--- src/rtl/fm_avalon_pipe.sv ---
// -----------------------------------------------------------------------------
// fm_avalon_pipe
//   Pipelined Avalon-MM slave bridge onto the internal req/ack/rstr register
//   bus. Reads and writes share one in-order command FIFO. Several reads may
//   be outstanding, and read data is returned on Avalon through
//   readdatavalid.
//
// Ports
//   clk_core              core clock (the only clock)
//   rst_x                 asynchronous active-low reset
//   i_av_adr/be/r/w/wd    Avalon request (address, byte enables, read, write,
//                         write data)
//   o_av_wait             Avalon waitrequest
//   o_av_rd/o_av_rdv      Avalon read data / readdatavalid
//   o_req/o_wr/o_adrs/    internal command: the FIFO head, held stable
//   o_be/o_wd             until i_ack
//   i_ack                 internal command accept (pops the FIFO head)
//   i_rstr/i_rd           internal read-data strobe and data, returned in
//                         issue order
//   o_idle                FIFO empty and no reads outstanding
// -----------------------------------------------------------------------------
module fm_avalon_pipe #(
  parameter int P_AVALON_ADR_WIDTH  = 10,
  parameter int P_AVALON_BE_WIDTH   = 4,
  parameter int P_AVALON_DATA_WIDTH = 32,
  parameter int P_FIFO_DEPTH_LOG2   = 2,
  parameter int P_MAX_RD            = 4
) (
  input  logic                           clk_core,
  input  logic                           rst_x,
  input  logic [P_AVALON_ADR_WIDTH-1:0]  i_av_adr,
  input  logic [P_AVALON_BE_WIDTH-1:0]   i_av_be,
  input  logic                           i_av_r,
  input  logic                           i_av_w,
  input  logic [P_AVALON_DATA_WIDTH-1:0] i_av_wd,
  output logic                           o_av_wait,
  output logic [P_AVALON_DATA_WIDTH-1:0] o_av_rd,
  output logic                           o_av_rdv,
  output logic                           o_req,
  output logic                           o_wr,
  output logic [P_AVALON_ADR_WIDTH-1:0]  o_adrs,
  output logic [P_AVALON_BE_WIDTH-1:0]   o_be,
  output logic [P_AVALON_DATA_WIDTH-1:0] o_wd,
  input  logic                           i_ack,
  input  logic                           i_rstr,
  input  logic [P_AVALON_DATA_WIDTH-1:0] i_rd,
  output logic                           o_idle
);

  localparam int D  = 1 << P_FIFO_DEPTH_LOG2;
  localparam int PW = P_FIFO_DEPTH_LOG2 + 1;          // extra bit separates full from empty
  localparam int CW = $clog2(P_MAX_RD + 1);
  localparam int EW = 1 + P_AVALON_ADR_WIDTH + P_AVALON_BE_WIDTH + P_AVALON_DATA_WIDTH;

  // Entry layout: {wr, adr, be, wd}
  logic [EW-1:0] mem_q [D];
  logic [EW-1:0] head_q, head_d;
  logic [EW-1:0] push_entry;
  logic [PW-1:0] wr_ptr_q, wr_ptr_d;
  logic [PW-1:0] rd_ptr_q, rd_ptr_d;
  logic [CW-1:0] rd_cnt_q, rd_cnt_d;
  logic [P_AVALON_DATA_WIDTH-1:0] av_rd_q, av_rd_d;
  logic          av_rdv_q, av_rdv_d;

  logic fifo_empty, fifo_full, rd_at_max;
  logic push, pop, rd_acc, rstr_ok;

  assign fifo_empty = (wr_ptr_q == rd_ptr_q);
  assign fifo_full  = (wr_ptr_q[PW-1] != rd_ptr_q[PW-1]) &&
                      (wr_ptr_q[PW-2:0] == rd_ptr_q[PW-2:0]);
  assign rd_at_max  = (rd_cnt_q == CW'(P_MAX_RD));

  // A simultaneous read+write is taken as a write, so only a pure read is
  // throttled by the outstanding-read limit.
  assign o_av_wait  = fifo_full | (i_av_r & ~i_av_w & rd_at_max);
  assign push       = (i_av_r | i_av_w) & ~o_av_wait;
  assign rd_acc     = push & i_av_r & ~i_av_w;
  assign push_entry = {i_av_w, i_av_adr, i_av_be, i_av_wd};

  assign o_req      = ~fifo_empty;
  assign pop        = o_req & i_ack;

  // Strobes with nothing outstanding are spurious and dropped.
  assign rstr_ok    = i_rstr & (rd_cnt_q != '0);

  assign o_idle     = fifo_empty & (rd_cnt_q == '0);

  assign {o_wr, o_adrs, o_be, o_wd} = head_q;
  assign o_av_rd  = av_rd_q;
  assign o_av_rdv = av_rdv_q;

  always_comb begin
    wr_ptr_d = wr_ptr_q + PW'(push);
    rd_ptr_d = rd_ptr_q + PW'(pop);

    // The head is kept in its own register so the internal command outputs
    // come straight from flops. It is reloaded whenever the FIFO changes and
    // stays non-empty. If the next head is the entry being written this
    // cycle, take it from the input, since the array write has not landed
    // yet.
    head_d = head_q;
    if ((push | pop) && (rd_ptr_d != wr_ptr_d)) begin
      if (rd_ptr_d == wr_ptr_q) begin
        head_d = push_entry;
      end else begin
        head_d = mem_q[rd_ptr_d[PW-2:0]];
      end
    end

    unique case ({rd_acc, rstr_ok})
      2'b10:   rd_cnt_d = rd_cnt_q + CW'(1);
      2'b01:   rd_cnt_d = rd_cnt_q - CW'(1);
      default: rd_cnt_d = rd_cnt_q;
    endcase

    av_rdv_d = rstr_ok;
    av_rd_d  = rstr_ok ? i_rd : av_rd_q;
  end

  // Command storage. It needs no reset because the pointers gate every read.
  always_ff @(posedge clk_core) begin
    if (push) begin
      mem_q[wr_ptr_q[PW-2:0]] <= push_entry;
    end
  end

  always_ff @(posedge clk_core or negedge rst_x) begin
    if (!rst_x) begin
      wr_ptr_q <= '0;
      rd_ptr_q <= '0;
      rd_cnt_q <= '0;
      head_q   <= '0;
      av_rd_q  <= '0;
      av_rdv_q <= 1'b0;
    end else begin
      wr_ptr_q <= wr_ptr_d;
      rd_ptr_q <= rd_ptr_d;
      rd_cnt_q <= rd_cnt_d;
      head_q   <= head_d;
      av_rd_q  <= av_rd_d;
      av_rdv_q <= av_rdv_d;
    end
  end

endmodule

--- config.mk ---
export PLATFORM = sky130hd
export DESIGN_NAME = fm_avalon_pipe
export DESIGN_NICKNAME = d
export VERILOG_FILES = /design/src/rtl/fm_avalon_pipe.sv
export SDC_FILE = /design/constraint.sdc
export NUM_CORES = 1
export LEC_CHECK = 0
export ABC_AREA = 1
export ABC_CLOCK_PERIOD_IN_PS = 9300
export BUFFER_PORTS_ARGS = -buffer_cell sky130_fd_sc_hd__buf_2
export CORE_ASPECT_RATIO = 0.7
export CORE_MARGIN = 2
export CORE_UTILIZATION = 35
export CTS_CLUSTER_DIAMETER = 150
export CTS_CLUSTER_SIZE = 25
export DETAILED_ROUTE_END_ITERATION = 10
export HOLD_SLACK_MARGIN = 0.06
export MAX_ROUTING_LAYER = met4
export PLACE_DENSITY = 0.59
export SYNTH_ARGS = -nofsm -noshare
export SYNTH_HDL_FRONTEND = slang
export SYNTH_SLANG_ARGS = --single-unit
--- constraint.sdc ---
create_clock -name clk_core -period 9.3 [get_ports clk_core]
set_input_delay 1.86 -clock clk_core [delete_from_list [all_inputs] [get_ports clk_core]]
set_output_delay 1.86 -clock clk_core [all_outputs]
set_load 0.05 [all_outputs]
# [Word level (Yosys, flattened, before mapping)]
# Memories as Yosys holds them, arrays and structs flattened.
# Cells that the tools add are included.
# W data, S select, Z words.
[word_totals] register_bits=89 ramBits=188 input_bits=84 output_inout_bits=83 wordCells=42 memories=1
[mem_list] memory="mem_q" depth=4 width=47 read_ports=1 rd_clocked_by_memory_dff=0 wr=1 line="56" text="logic [EW-1:0] mem_q [D];"
[op_classes] addsub=4 n_eq_ne=8 n_mux=4 bitwise_logic=14 reduce_logical=5
[ops] op="$mux W47" n=1
[ops] op="$and A1 B1 Y1" n=8
[ops] op="$add A3 B1 Y3" n=2
[ops] op="$eq A3 B3 Y1" n=2
[ops] op="$pmux W3 S2" n=1
[ops] op="$add A3 B1 Y3 const B" n=1
[ops] op="$eq A3 B3 Y1 const B" n=1
[ops] op="$logic_not A3 Y1" n=1
[ops] op="$ne A3 B3 Y1" n=1
[ops] op="$not A1 Y1" n=3
[ops] op="$or A1 B1 Y1" n=3
[ops] op="$reduce_bool A3 Y1" n=1
[ops] op="$sub A3 B1 Y3 const B" n=1
[ops] op="$eq A2 B1 Y1 const B" n=1
[ops] op="$eq A2 B2 Y1" n=1
[ops] op="$eq A2 B2 Y1 const B" n=1
[ops] op="$logic_and A1 B1 Y1" n=2
[ops] op="$mux W1" n=2
[ops] op="$reduce_bool A2 Y1" n=1
[ops] op="$ne A1 B1 Y1" n=1

# [Logic depth before layout (Yosys ltp)]
# Gate-level depths: netlist of the first run.
[depth] ltp_word=10 depth_mapped=19 mapped_depth_nobuf=17

# [Worst setup path before layout of the first run]
# OpenSTA, ideal clock, no wires.
[synth_timing] kind="input to register" from="input i_av_w" to="memory mem_q[0][0] (netlist name) (enable)" setup_time_ns=0.452 arrival_time_ns=4.244 required_time_ns=8.848 path_slack_ns=4.604 stages=6 path_buffers=0 path_cell_list="inv_1 > nand4_1 > nand3_1 > inv_1 > nand2_1 > nor2_1"
[synth_via] elab_chain_len=8 elab_cells_between_ends=9 cone_classes="mux (2); bitwise (7)"
[synth_lines] item="start, declared" line="34" text="input logic i_av_w,"
[synth_lines] item="$not A1 Y1" line="75" text="assign o_av_wait = fifo_full | (i_av_r & ~i_av_w & rd_at_max);"
[synth_lines] item="$and A1 B1 Y1 (2 in a row)" line="75"
[synth_lines] item="$or A1 B1 Y1" line="75"
[synth_lines] item="$not A1 Y1" line="76" text="assign push = (i_av_r | i_av_w) & ~o_av_wait;"
[synth_lines] item="$and A1 B1 Y1 *" line="76"
[synth_lines] item="$mux W1 *" line="122" text="if (push) begin"
[synth_lines] item="$mux W1 (implied by the code) *" line="123" text="mem_q[wr_ptr_q[PW-2:0]] <= push_entry;"
[synth_lines] item="end, declared" line="56"
# Mark *: on every way between the ends. The rest lies on a longest branch, timed or not.

# [Worst setup path after layout of the first run]
[layout_timing] from="input i_ack" to="register head_q[20]"
[layout_via] elab_chain_len=4 elab_cells_between_ends=8 cone_classes="add/sub (1); eq/ne (2); mux (1); bitwise (2); reduce/logical (1); memory (1)"
[layout_lines] item="start, declared" line="44" text="input logic i_ack,"
[layout_lines] item="$and A1 B1 Y1 *" line="81" text="assign pop = o_req & i_ack;"
[layout_lines] item="$add A3 B1 Y3 *" line="94" text="rd_ptr_d = rd_ptr_q + PW'(pop);"
[layout_lines] item="net rd_ptr_d[1]" line="60" text="logic [PW-1:0] rd_ptr_q, rd_ptr_d;"
[layout_lines] item="$mem_v2 Z4 W47, or another cell as far along"
[layout_lines] item="$mux W47 / $logic_and A1 B1 Y1 (equally long branches)" line="103, 102"
[layout_lines] item="end signal, assigned" line="132" text="head_q <= '0;"
[layout_lines] item="end signal, assigned" line="139" text="head_q <= head_d;"
[layout_lines] item="end, declared" line="57" text="logic [EW-1:0] head_q, head_d;"
# The timed path passes the listed nets; every way through them passes the cells marked *.
# A chain may end at the register's enable or synchronous reset.

==> flow_metrics.env, run 1 <==
export IMPL_outcome="completed"
export IMPL_ys_seq_area_frac=0.675
export IMPL_via_count=8051
export IMPL_rsz0062_at_grt="false"
export IMPL_slew_viol_final=0
export IMPL_syn_inst=1139
export IMPL_area_delta_synth_final_pct=13.9
export IMPL_ioPinCount=167
export IMPL_grt_total_usage=0.170
export IMPL_worst_setup_path_start_kind="input port"
export IMPL_die_w_um=222
export IMPL_min_path_cells=2
export IMPL_grt_ovfl_total=0
export IMPL_worst_path_max_delay_cell="nand2_2"
export IMPL_core_area_um2=32600
export IMPL_synth_cell_types=24
export IMPL_cts_root_buffer="clkbuf_16"
export IMPL_initial_core_util=0.358
export IMPL_post_cts_setup_buffers=0
export IMPL_final_layout_size_suffix_gt1_frac=0.165
export IMPL_max_freq_mhz=207
export IMPL_syn_area_um2=11700
export IMPL_worstRegToRegCells=16
export IMPL_die_h_um=157
export IMPL_grt_pass1_vias=8007
export IMPL_routedWlPerCell_um=16.7
export IMPL_synth_top_cells_by_count="416 x nand2_1, 188 x edfxtp_1, 101 x nand3_1, 101 x nor2_1, 89 x dfrtp_1"
export IMPL_fin_crit_sh=0.520
export IMPL_ys_seq_elements=277
export IMPL_clkTransAtPathRegs_ps=100
export IMPL_hold_path_class="reg -> reg"
export IMPL_drt_iter0_markers=616
export IMPL_cpMostUsedCell="nand2_1"
export IMPL_ys_async_sr_fraction=0.321
export IMPL_grt_max_degree=91
export IMPL_postCtsHoldBufs=0
export IMPL_avgSynthCellArea_um2=10.2
export IMPL_worstReg2RegEnd="head_q[20]"
export IMPL_rr_startpoint="wr_ptr_q[1]"
export IMPL_cp_buffers_inverters=4
export IMPL_cts_path_max_buffers=3
export IMPL_post_cts_resized=0
export IMPL_antenna_found_initial=1
export IMPL_arrival_ps=5200
export IMPL_place_congestion=0.739
export IMPL_dp_cells=1678
export IMPL_nets=1358
export IMPL_final_instance_count_excl_fill=1706
export IMPL_rows=55
export IMPL_max_stage_delay_ps=830
export IMPL_drc=0
export IMPL_synth_top_area_frac=0.484
export IMPL_finalHoldViolCount=0
export IMPL_cts_made_buffers=15
export IMPL_path_delay_family="simple AND/OR/NAND/NOR gates"
export IMPL_end_kind="flip-flop"
export IMPL_setup_viol=0
export IMPL_cp_data_required_time_ps=9670
export IMPL_maxCapViolations=0
export IMPL_clock_sinks=277
export IMPL_synthFlopType="edfxtp_1"
export IMPL_slew_headroom=0.235
export IMPL_first_pass_iters=7
export IMPL_cts_tree="done"
export IMPL_grt_pass1_wl_um=45400
export IMPL_synth_edf_count=188
export IMPL_dp_hpwl_um=16900
export IMPL_port_buffers=166
export IMPL_viasPerCell=4.72
export IMPL_path_max_fanout=48
export IMPL_ctsHtreeMaxLevel=1
export IMPL_syn_num_nets=1229
export IMPL_worst_slew_pin_slew_ps=1140
export IMPL_r2r_setup_slack_ps=4810
export IMPL_finalCriticalPeriod_ps=4830
export IMPL_synth_warnings=0
export IMPL_min_delay_start="head_q[30]"
export IMPL_finalWirelength_um=28400
export IMPL_synth_largest_area_cell="edfxtp_1"
export IMPL_finClkSkew_ps=32.0
export IMPL_insertion_delay_ps=510
export IMPL_path_class="in -> reg"
export IMPL_holdPathEnd="head_q[30]"
export IMPL_worstPathCellList="buf_2 -> nand2_1 -> inv_1 -> ha_2 -> ha_1 -> clkinv_2 -> o21ai_0 -> nor2_1 -> nand3_2 -> buf_4 -> nand2_2 -> nand2_1 -> nand2_1"
export IMPL_synth_top_cells_by_area="edfxtp_1 48%, dfrtp_1 19%, nand2_1 13%"
export IMPL_ant_nets=0
export IMPL_die_area_um2=34800
export IMPL_synth_most_common_cell="nand2_1"
export IMPL_setup_tns_ps=0
## cells by family after synthesis
| logic type | after synthesis | synth area share |
|---|---|---|
| and+or+nand+nor | 621 | 0.212 |
| DFF | 277 | 0.675 |
| buffers and inverters | 133 | 0.0505 |
| AOI/OAI and AO/OA | 99 | 0.0526 |
| adders and majority gates | 6 | 0.00708 |
| xor gates and xnor gates | 3 | 0.00290 |
## registers in the layout, summed over array words and instances, names as in the netlist
register / count
mem_q: 188
o_av_rd: 32
wr_ptr_q: 3
head_q: 47
rd_cnt_q: 3
o_av_rdv: 1
rd_ptr_q: 3
## layout by cell type, fill, tap and decap left out, drive strengths merged
cell	n
o211ai	47
clkbuf	24
clkinv	2
dfrtp	89
nand2	416
inv	67
xor2	2
diode	2
nand4	1
edfxtp	188
xnor2	1
o21ai	51
a21oi	1
fa	1
nor2	102
buf	178
ha	5
nand3	102
## worst register-to-register path, cell delays in order (launching register included)
cell and delay, ps:
dfrtp_1 500, inv_1 240, nand2_1 80, nand2_1 90, nand3_1 150, nand2_1 140
inv_1 50, ha_2 160, ha_1 320, clkinv_2 430, o21ai_0 320, nor2_1 90
nand3_2 70, buf_4 520, nand2_2 840, nand2_1 270, nand2_1 80
## how the worst max path moves through the flow
| stage | cells past startpoint | startpoint | endpoint |
|---|---|---|---|
| finish | 13 | i_ack | head_q[20] |
| detailed placement | 13 | i_ack | head_q[1] |
| CTS | 13 | i_ack | head_q[1] |
| global placement | 13 | i_ack | head_q[29] |
| global route | 13 | i_ack | head_q[18] |
| floorplan | 6 | i_av_w | mem_q[0][0] |
## through the flow
| stage | instance area (um^2) | util | worst slack (ps) | hold WS, ps |
|---|---|---|---|---|
| finish | 13300 | 0.408 | 4470 | 475 |
| global route | 13300 | 0.408 | 4150 | 503 |
| CTS | 13300 | 0.408 | 4430 | 482 |
| detailed placement | 12800 | 0.394 | 3920 | 454 |
| global placement | 12800 | 0.394 | 3990 | 448 |
| floorplan | 11700 | - | 4600 | 468 |
## per-layer routing
layer  vias to the layer above  share of wire  GRT usage
met3                        18          0.062     0.0330
met5                         -              0          -
met2                       212           0.43      0.255
li1                       4019              -          -
met4                         0         0.0084     0.0196
met1                      3802           0.49      0.246
## layout make-up
class                           count  area [um^2]
Fill cell                        3199        19300
Sequential cell                   277         7870
Multi-Input combinational cell    729         3250
Timing Repair Buffer              178          923
Tap cell                          427          534
Clock buffer                       24          409
Inverter                           67          255
Clock inverter                      2         38.8
Antenna cell                        2         5.00
Power of run 1 is left out: the tool's default activity adds up to more than one toggle a clock period on the data nets, which glitch-free logic cannot reach.
==> run 2, diff against run 1 <==
--- a/config.mk
+++ b/config.mk
@@ -6,7 +6,7 @@
 export NUM_CORES = 1
 export LEC_CHECK = 0
 export ABC_AREA = 1
-export ABC_CLOCK_PERIOD_IN_PS = 9300
+export ABC_CLOCK_PERIOD_IN_PS = 4140
 export BUFFER_PORTS_ARGS = -buffer_cell sky130_fd_sc_hd__buf_2
 export CORE_ASPECT_RATIO = 0.7
 export CORE_MARGIN = 2
@@ -16,7 +16,7 @@
 export DETAILED_ROUTE_END_ITERATION = 10
 export HOLD_SLACK_MARGIN = 0.06
 export MAX_ROUTING_LAYER = met4
-export PLACE_DENSITY = 0.59
+export PLACE_DENSITY = 0.61
 export SYNTH_ARGS = -nofsm -noshare
 export SYNTH_HDL_FRONTEND = slang
 export SYNTH_SLANG_ARGS = --single-unit
==> constraint.sdc (replaced) <==
create_clock -name clk_core -period 4.14 [get_ports clk_core]
set_input_delay 0.828 -clock clk_core [delete_from_list [all_inputs] [get_ports clk_core]]
set_output_delay 0.828 -clock clk_core [all_outputs]
set_load 0.05 [all_outputs]
==> run 2 against run 1 <==
Net effect: cell area is 0.79% higher; clock-buffer cell count stayed put; via count is 1.4% higher; worst hold slack worse by 4.2 ps; critical path type is now reg -> reg; non-clock buffer count is 6 higher; largest cell class unchanged; global-route usage is 0.33 points higher; first-iteration DRC count is 6.2% higher; cell count is 0.29% higher.
==> flow_metrics.env, run 2 (synthesized netlist as in run 1, its figures left out) <==
export IMPL_postLayoutCellArea_um2=13400
export IMPL_slew_headroom=0.351
export IMPL_setup_tns_ps=0
export IMPL_largest_reg_flops=188
export IMPL_place_congestion=0.734
export IMPL_gr_max_usage_layer="met2"
export IMPL_clock_sinks=277
export IMPL_final_cell_mix="412 x nand2_1, 188 x edfxtp_1, 165 x buf_2"
export IMPL_worst_setup_path_start_kind="flip-flop"
export IMPL_rows=55
export IMPL_end_kind="flip-flop"
export IMPL_cp_buffers_inverters=5
export IMPL_die_area_um2=34800
export IMPL_slew_viol_final=0
export IMPL_insertion_delay_ps=510
export IMPL_hold_path_class="reg -> reg"
export IMPL_dp_hpwl_um=17100
export IMPL_grt_pass1_vias=7976
export IMPL_maxCapViolations=0
export IMPL_post_cts_resized=0
export IMPL_cts_made_buffers=15
export IMPL_grt_total_usage=0.173
export IMPL_worst_slew_pin_slew_ps=974
export IMPL_outcome="completed"
export IMPL_max_freq_mhz=290
export IMPL_ioPinCount=167
export IMPL_port_buffers=166
export IMPL_nets=1364
export IMPL_first_pass_iters=5
export IMPL_ant_nets=0
export IMPL_grt_util_met2=0.259
export IMPL_grt_use_met1=0.249
export IMPL_core_area_um2=32600
export IMPL_grt_max_degree=142
export IMPL_path_max_fanout=68
export IMPL_arrival_ps=3890
export IMPL_grt_pass1_wl_um=46000
export IMPL_rsz0062_at_grt="false"
export IMPL_dpl_cell_area_um2=12900
export IMPL_layout_commonest_cell="nand2_1"
export IMPL_cts_path_max_buffers=3
export IMPL_post_cts_setup_buffers=0
export IMPL_die_w_um=222
export IMPL_worst_path_max_delay_cell="buf_4"
export IMPL_antenna_found_initial=2
export IMPL_final_layout_size_suffix_gt1_frac=0.169
export IMPL_finClkSkew_ps=30.0
export IMPL_fin_crit_sh=0.832
export IMPL_cp_data_required_time_ps=4580
export IMPL_finalCriticalPeriod_ps=3440
export IMPL_met3_usage=0.0329
export IMPL_path_class="reg -> reg"
export IMPL_cts_tree="done"
export IMPL_worstPathCellList="inv_1 -> nand2_1 -> nand2_1 -> nand3_1 -> nand2_1 -> inv_1 -> ha_2 -> ha_1 -> clkinv_2 -> buf_4 -> buf_4 -> o211ai_1 -> nand2_1 -> nand2_1 -> nand2_1 -> nand3_1 -> nand2_1"
export IMPL_finalWirelength_um=29100
export IMPL_path_delay_family="buffers and inverters"
export IMPL_fill_cells=3192
export IMPL_finalHoldViolCount=0
export IMPL_cp_num_cells=17
export IMPL_ctsHtreeMaxLevel=1
export IMPL_viasPerCell=4.77
export IMPL_worstRegToRegCells=17
export IMPL_die_h_um=157
export IMPL_routedWlPerCell_um=17.0
export IMPL_area_delta_synth_final_pct=14.8
export IMPL_cts_root_buffer="clkbuf_16"
export IMPL_cpMostUsedCell="nand2_1"
export IMPL_clkTransAtPathRegs_ps=110
export IMPL_min_path_cells=2
export IMPL_max_stage_delay_ps=660
export IMPL_via_count=8164
export IMPL_postCtsHoldBufs=0
export IMPL_setup_viol=0
export IMPL_drc=0
export IMPL_drt_iter0_markers=654
export IMPL_initial_core_util=0.358
export IMPL_grt_ovfl_total=0
run 2: cell count changes in the layout (fill, tap and decap cells not counted):
cell and delta:
diode_2 -1, buf_12 +5, buf_4 +1
run 2: per-layer routing:
layer  vias up  wire length, um
met3        31             1820
met4         0              352
met5         -                0
met2       209            12600
li1       4026                -
met1      3898            14300
run 2: worst register-to-register path, cell delays in order, from the launching register on:
cell      delay [ps]
dfrtp_1          500
inv_1            240
nand2_1           70
nand2_1           80
nand3_1          120
nand2_1          130
inv_1             50
ha_2             160
ha_1             310
clkinv_2          60
buf_4            300
buf_4            670
o211ai_1         250
nand2_1          110
nand2_1           60
nand2_1           90
nand3_1           60
nand2_1          100
run 2: layout make-up:
type,instances,area [um^2],share of cell area
diodes,1,2.50,0.000187
clock buffers,24,409,0.0306
clock inverters,2,38.8,0.00290
inverters,67,255,0.0191
multi-input cells,729,3250,0.242
flip-flops and latches,277,7870,0.588
well taps,427,534,0.0399
repair buffers,184,1030,0.0770
run 2: metrics by stage:
step	instances	utilization	hold WS [ps]	worst slack, ps
final	1711	0.411	471	695
after global routing	1711	0.411	488	347
after CTS	1710	0.411	478	702
after detailed placement	1684	0.398	454	742
after global placement	1684	0.398	449	794
after floorplan	1139	-	468	476
run 2: final timing paths:
check	from	endpoint	slack [ps]
worst min register to register	head_q[20]	head_q[20]	470
worst min-delay path	head_q[20]	head_q[20]	470
max in group asynchronous	rst_x	o_av_rd[27]	2730
min in group asynchronous	rst_x	head_q[18]	480
worst max-delay path	wr_ptr_q[1]	head_q[44]	700
worst max register to register	wr_ptr_q[1]	head_q[44]	700
Power of run 2 is left out for the same reason.
==> run 3, diff against run 2 <==
--- a/config.mk
+++ b/config.mk
@@ -5,8 +5,8 @@
 export SDC_FILE = /design/constraint.sdc
 export NUM_CORES = 1
 export LEC_CHECK = 0
-export ABC_AREA = 1
-export ABC_CLOCK_PERIOD_IN_PS = 4140
+export ABC_AREA = 0
+export ABC_CLOCK_PERIOD_IN_PS = 3600
 export BUFFER_PORTS_ARGS = -buffer_cell sky130_fd_sc_hd__buf_2
 export CORE_ASPECT_RATIO = 0.7
 export CORE_MARGIN = 2
@@ -16,7 +16,7 @@
 export DETAILED_ROUTE_END_ITERATION = 10
 export HOLD_SLACK_MARGIN = 0.06
 export MAX_ROUTING_LAYER = met4
-export PLACE_DENSITY = 0.61
+export PLACE_DENSITY = 0.59
 export SYNTH_ARGS = -nofsm -noshare
 export SYNTH_HDL_FRONTEND = slang
 export SYNTH_SLANG_ARGS = --single-unit
==> constraint.sdc (replaced) <==
create_clock -name clk_core -period 3.6 [get_ports clk_core]
set_input_delay 0.72 -clock clk_core [delete_from_list [all_inputs] [get_ports clk_core]]
set_output_delay 0.72 -clock clk_core [all_outputs]
set_load 0.05 [all_outputs]
==> run 3 against run 2 <==
Net effect: non-clock buffer count unchanged; core utilization up 0.44 points; worst setup slack lost 300 ps; cell area is 3.3% lower; sequential cell count unchanged; clock skew is 1.5 ps higher; cell count decreased by 30%; sequential share of layout area grew 2.0 points; register-to-register slack worse by 300 ps; wire length shrank 23%; via count shrank 31%; largest cell class unchanged.
==> flow_metrics.env, run 3 <==
export IMPL_outcome="completed"
export IMPL_synthFlopType="edfxtp_1"
export IMPL_area_delta_synth_final_pct=17.0
export IMPL_syn_inst=586
export IMPL_cts_root_buffer="clkbuf_16"
export IMPL_port_buffers=166
export IMPL_setup_viol=0
export IMPL_nets=850
export IMPL_setup_tns_ps=0
export IMPL_rr_startpoint="wr_ptr_q[0]"
export IMPL_cts_tree="done"
export IMPL_clock_sinks=277
export IMPL_synth_edf_count=188
export IMPL_end_kind="flip-flop"
export IMPL_post_cts_resized=0
export IMPL_fill_cells=2838
export IMPL_cts_path_max_buffers=3
export IMPL_largest_reg_flops=188
export IMPL_finClkSkew_ps=31.5
export IMPL_worstReg2RegEnd="head_q[4]"
export IMPL_antenna_found_initial=3
export IMPL_synth_warnings=0
export IMPL_grt_ovfl_total=0
export IMPL_final_cell_mix="188 x edfxtp_1, 165 x buf_2, 98 x nand2_1"
export IMPL_cpMostUsedCell="mux2_2"
export IMPL_synth_top_cells_by_area="edfxtp_1 51%, dfrtp_1 20%, mux4_2 9.6%"
export IMPL_maxCapViolations=0
export IMPL_worstRegToRegCells=9
export IMPL_syn_area_um2=11100
export IMPL_drt_iter0_markers=268
export IMPL_postCtsHoldBufs=0
export IMPL_fin_crit_sh=0.890
export IMPL_core_area_um2=31100
export IMPL_max_stage_delay_ps=520
export IMPL_slew_headroom=0.504
export IMPL_ys_seq_area_frac=0.711
export IMPL_cp_data_required_time_ps=3970
export IMPL_finalWirelength_um=22500
export IMPL_avgSynthCellArea_um2=18.9
export IMPL_grt_pass1_vias=5934
export IMPL_die_h_um=153
export IMPL_insertion_delay_ps=500
export IMPL_slew_viol_final=0
export IMPL_via_count=5611
export IMPL_final_layout_size_suffix_gt1_frac=0.461
export IMPL_grt_max_degree=56
export IMPL_ctsHtreeMaxLevel=1
export IMPL_gr_max_usage_layer="met2"
export IMPL_place_congestion=0.747
export IMPL_layout_commonest_cell="edfxtp_1"
export IMPL_synth_top_cells_by_count="188 x edfxtp_1, 98 x nand2_1, 89 x dfrtp_1, 64 x mux2_2, 47 x mux4_2"
export IMPL_worstPathCellList="xnor2_1 -> nand3_1 -> and2_1 -> ha_4 -> ha_2 -> buf_4 -> mux4_2 -> mux2_2 -> mux2_2"
export IMPL_syn_num_nets=676
export IMPL_routedWlPerCell_um=18.9
export IMPL_finalHoldViolCount=0
export IMPL_ioPinCount=167
export IMPL_grt_util_met2=0.210
export IMPL_drc=0
export IMPL_rows=54
export IMPL_cp_buffers_inverters=1
export IMPL_synth_most_common_cell="edfxtp_1"
export IMPL_worst_path_max_delay_cell="dfrtp_1"
export IMPL_grt_total_usage=0.142
export IMPL_worst_slew_pin_slew_ps=744
export IMPL_dp_hpwl_um=14100
export IMPL_ys_seq_elements=277
export IMPL_worst_setup_path_start_kind="flip-flop"
export IMPL_grt_use_met1=0.200
export IMPL_arrival_ps=3580
export IMPL_path_delay_family="multiplexers"
export IMPL_met3_usage=0.0367
export IMPL_path_max_fanout=28
export IMPL_synth_cell_types=33
export IMPL_synth_largest_area_cell="edfxtp_1"
export IMPL_post_cts_setup_buffers=0
export IMPL_die_area_um2=33100
export IMPL_die_w_um=217
export IMPL_viasPerCell=4.71
export IMPL_finalCriticalPeriod_ps=3210
export IMPL_r2r_setup_slack_ps=390
export IMPL_max_freq_mhz=312
export IMPL_first_pass_iters=4
export IMPL_hold_path_class="in -> async"
export IMPL_grt_pass1_wl_um=35300
export IMPL_cts_made_buffers=15
export IMPL_ys_async_sr_fraction=0.321
export IMPL_clkTransAtPathRegs_ps=100
export IMPL_rsz0062_at_grt="false"
export IMPL_initial_core_util=0.355
export IMPL_synth_top_area_frac=0.510
export IMPL_path_class="reg -> reg"
export IMPL_ant_nets=0
[run 3: worst reg2reg max path, cell delays in order (launching register included)]
cell and delay, ps:
dfrtp_1 520, xnor2_1 260, nand3_1 150, and2_1 260, ha_4 180, ha_2 360
buf_4 400, mux4_2 410, mux2_2 270, mux2_2 250
[run 3: cells by family (layout without fill, tap and decap cells)]
| family | count (synthesis) | after routing | share of synthesized area |
|---|---|---|---|
| compound gates | 4 | 4 | 0.00486 |
| xor+xnor | 14 | 14 | 0.0118 |
| fa+ha+maj | 6 | 6 | 0.00746 |
| buf+inv | 31 | 213 | 0.0208 |
| flops | 277 | 277 | 0.711 |
| mux | 142 | 142 | 0.202 |
| other cells | 0 | 3 | 0 |
| simple gates | 112 | 112 | 0.0413 |
[run 3: final cells by class]
class / count / area [um^2] / share of cell area
Sequential cell: 277 / 7870 / 0.608
Tap cell: 420 / 526 / 0.0406
Multi-Input combinational cell: 278 / 3030 / 0.234
Clock inverter: 2 / 38.8 / 0.00300
Antenna cell: 3 / 7.51 / 0.000580
Timing Repair Buffer: 184 / 1060 / 0.0816
Inverter: 4 / 15.0 / 0.00116
Clock buffer: 23 / 405 / 0.0313
[run 3: per-stage QoR]
step	hold WS [ps]	setup WS [ps]	util	std cells	instance area, um^2
floorplan	424	34.8	-	586	11100
global placement	453	433	0.401	1163	12500
detailed placement	458	445	0.401	1163	12500
CTS	216	383	0.415	1188	12900
global route	237	232	0.416	1191	12900
finish	213	395	0.416	1191	12900
[run 3: layer usage]
metal / part of all wire / vias to the layer above
met5: 0 / -
met4: 0.013 / 0
met3: 0.065 / 21
met2: 0.44 / 153
met1: 0.48 / 2881
li1: - / 2556
[run 3: how the worst max path moves through the flow]
stage,from,end,slack [ps],cells after the start
after floorplan,wr_ptr_q[0],head_q[16],30,10
after global placement,rd_cnt_q[2],head_q[7],430,9
after detailed placement,wr_ptr_q[0],head_q[32],440,9
after CTS,wr_ptr_q[0],head_q[4],380,9
after global routing,wr_ptr_q[0],head_q[21],230,9
final,wr_ptr_q[0],head_q[4],390,9
Power of run 3 is left out for the same reason.
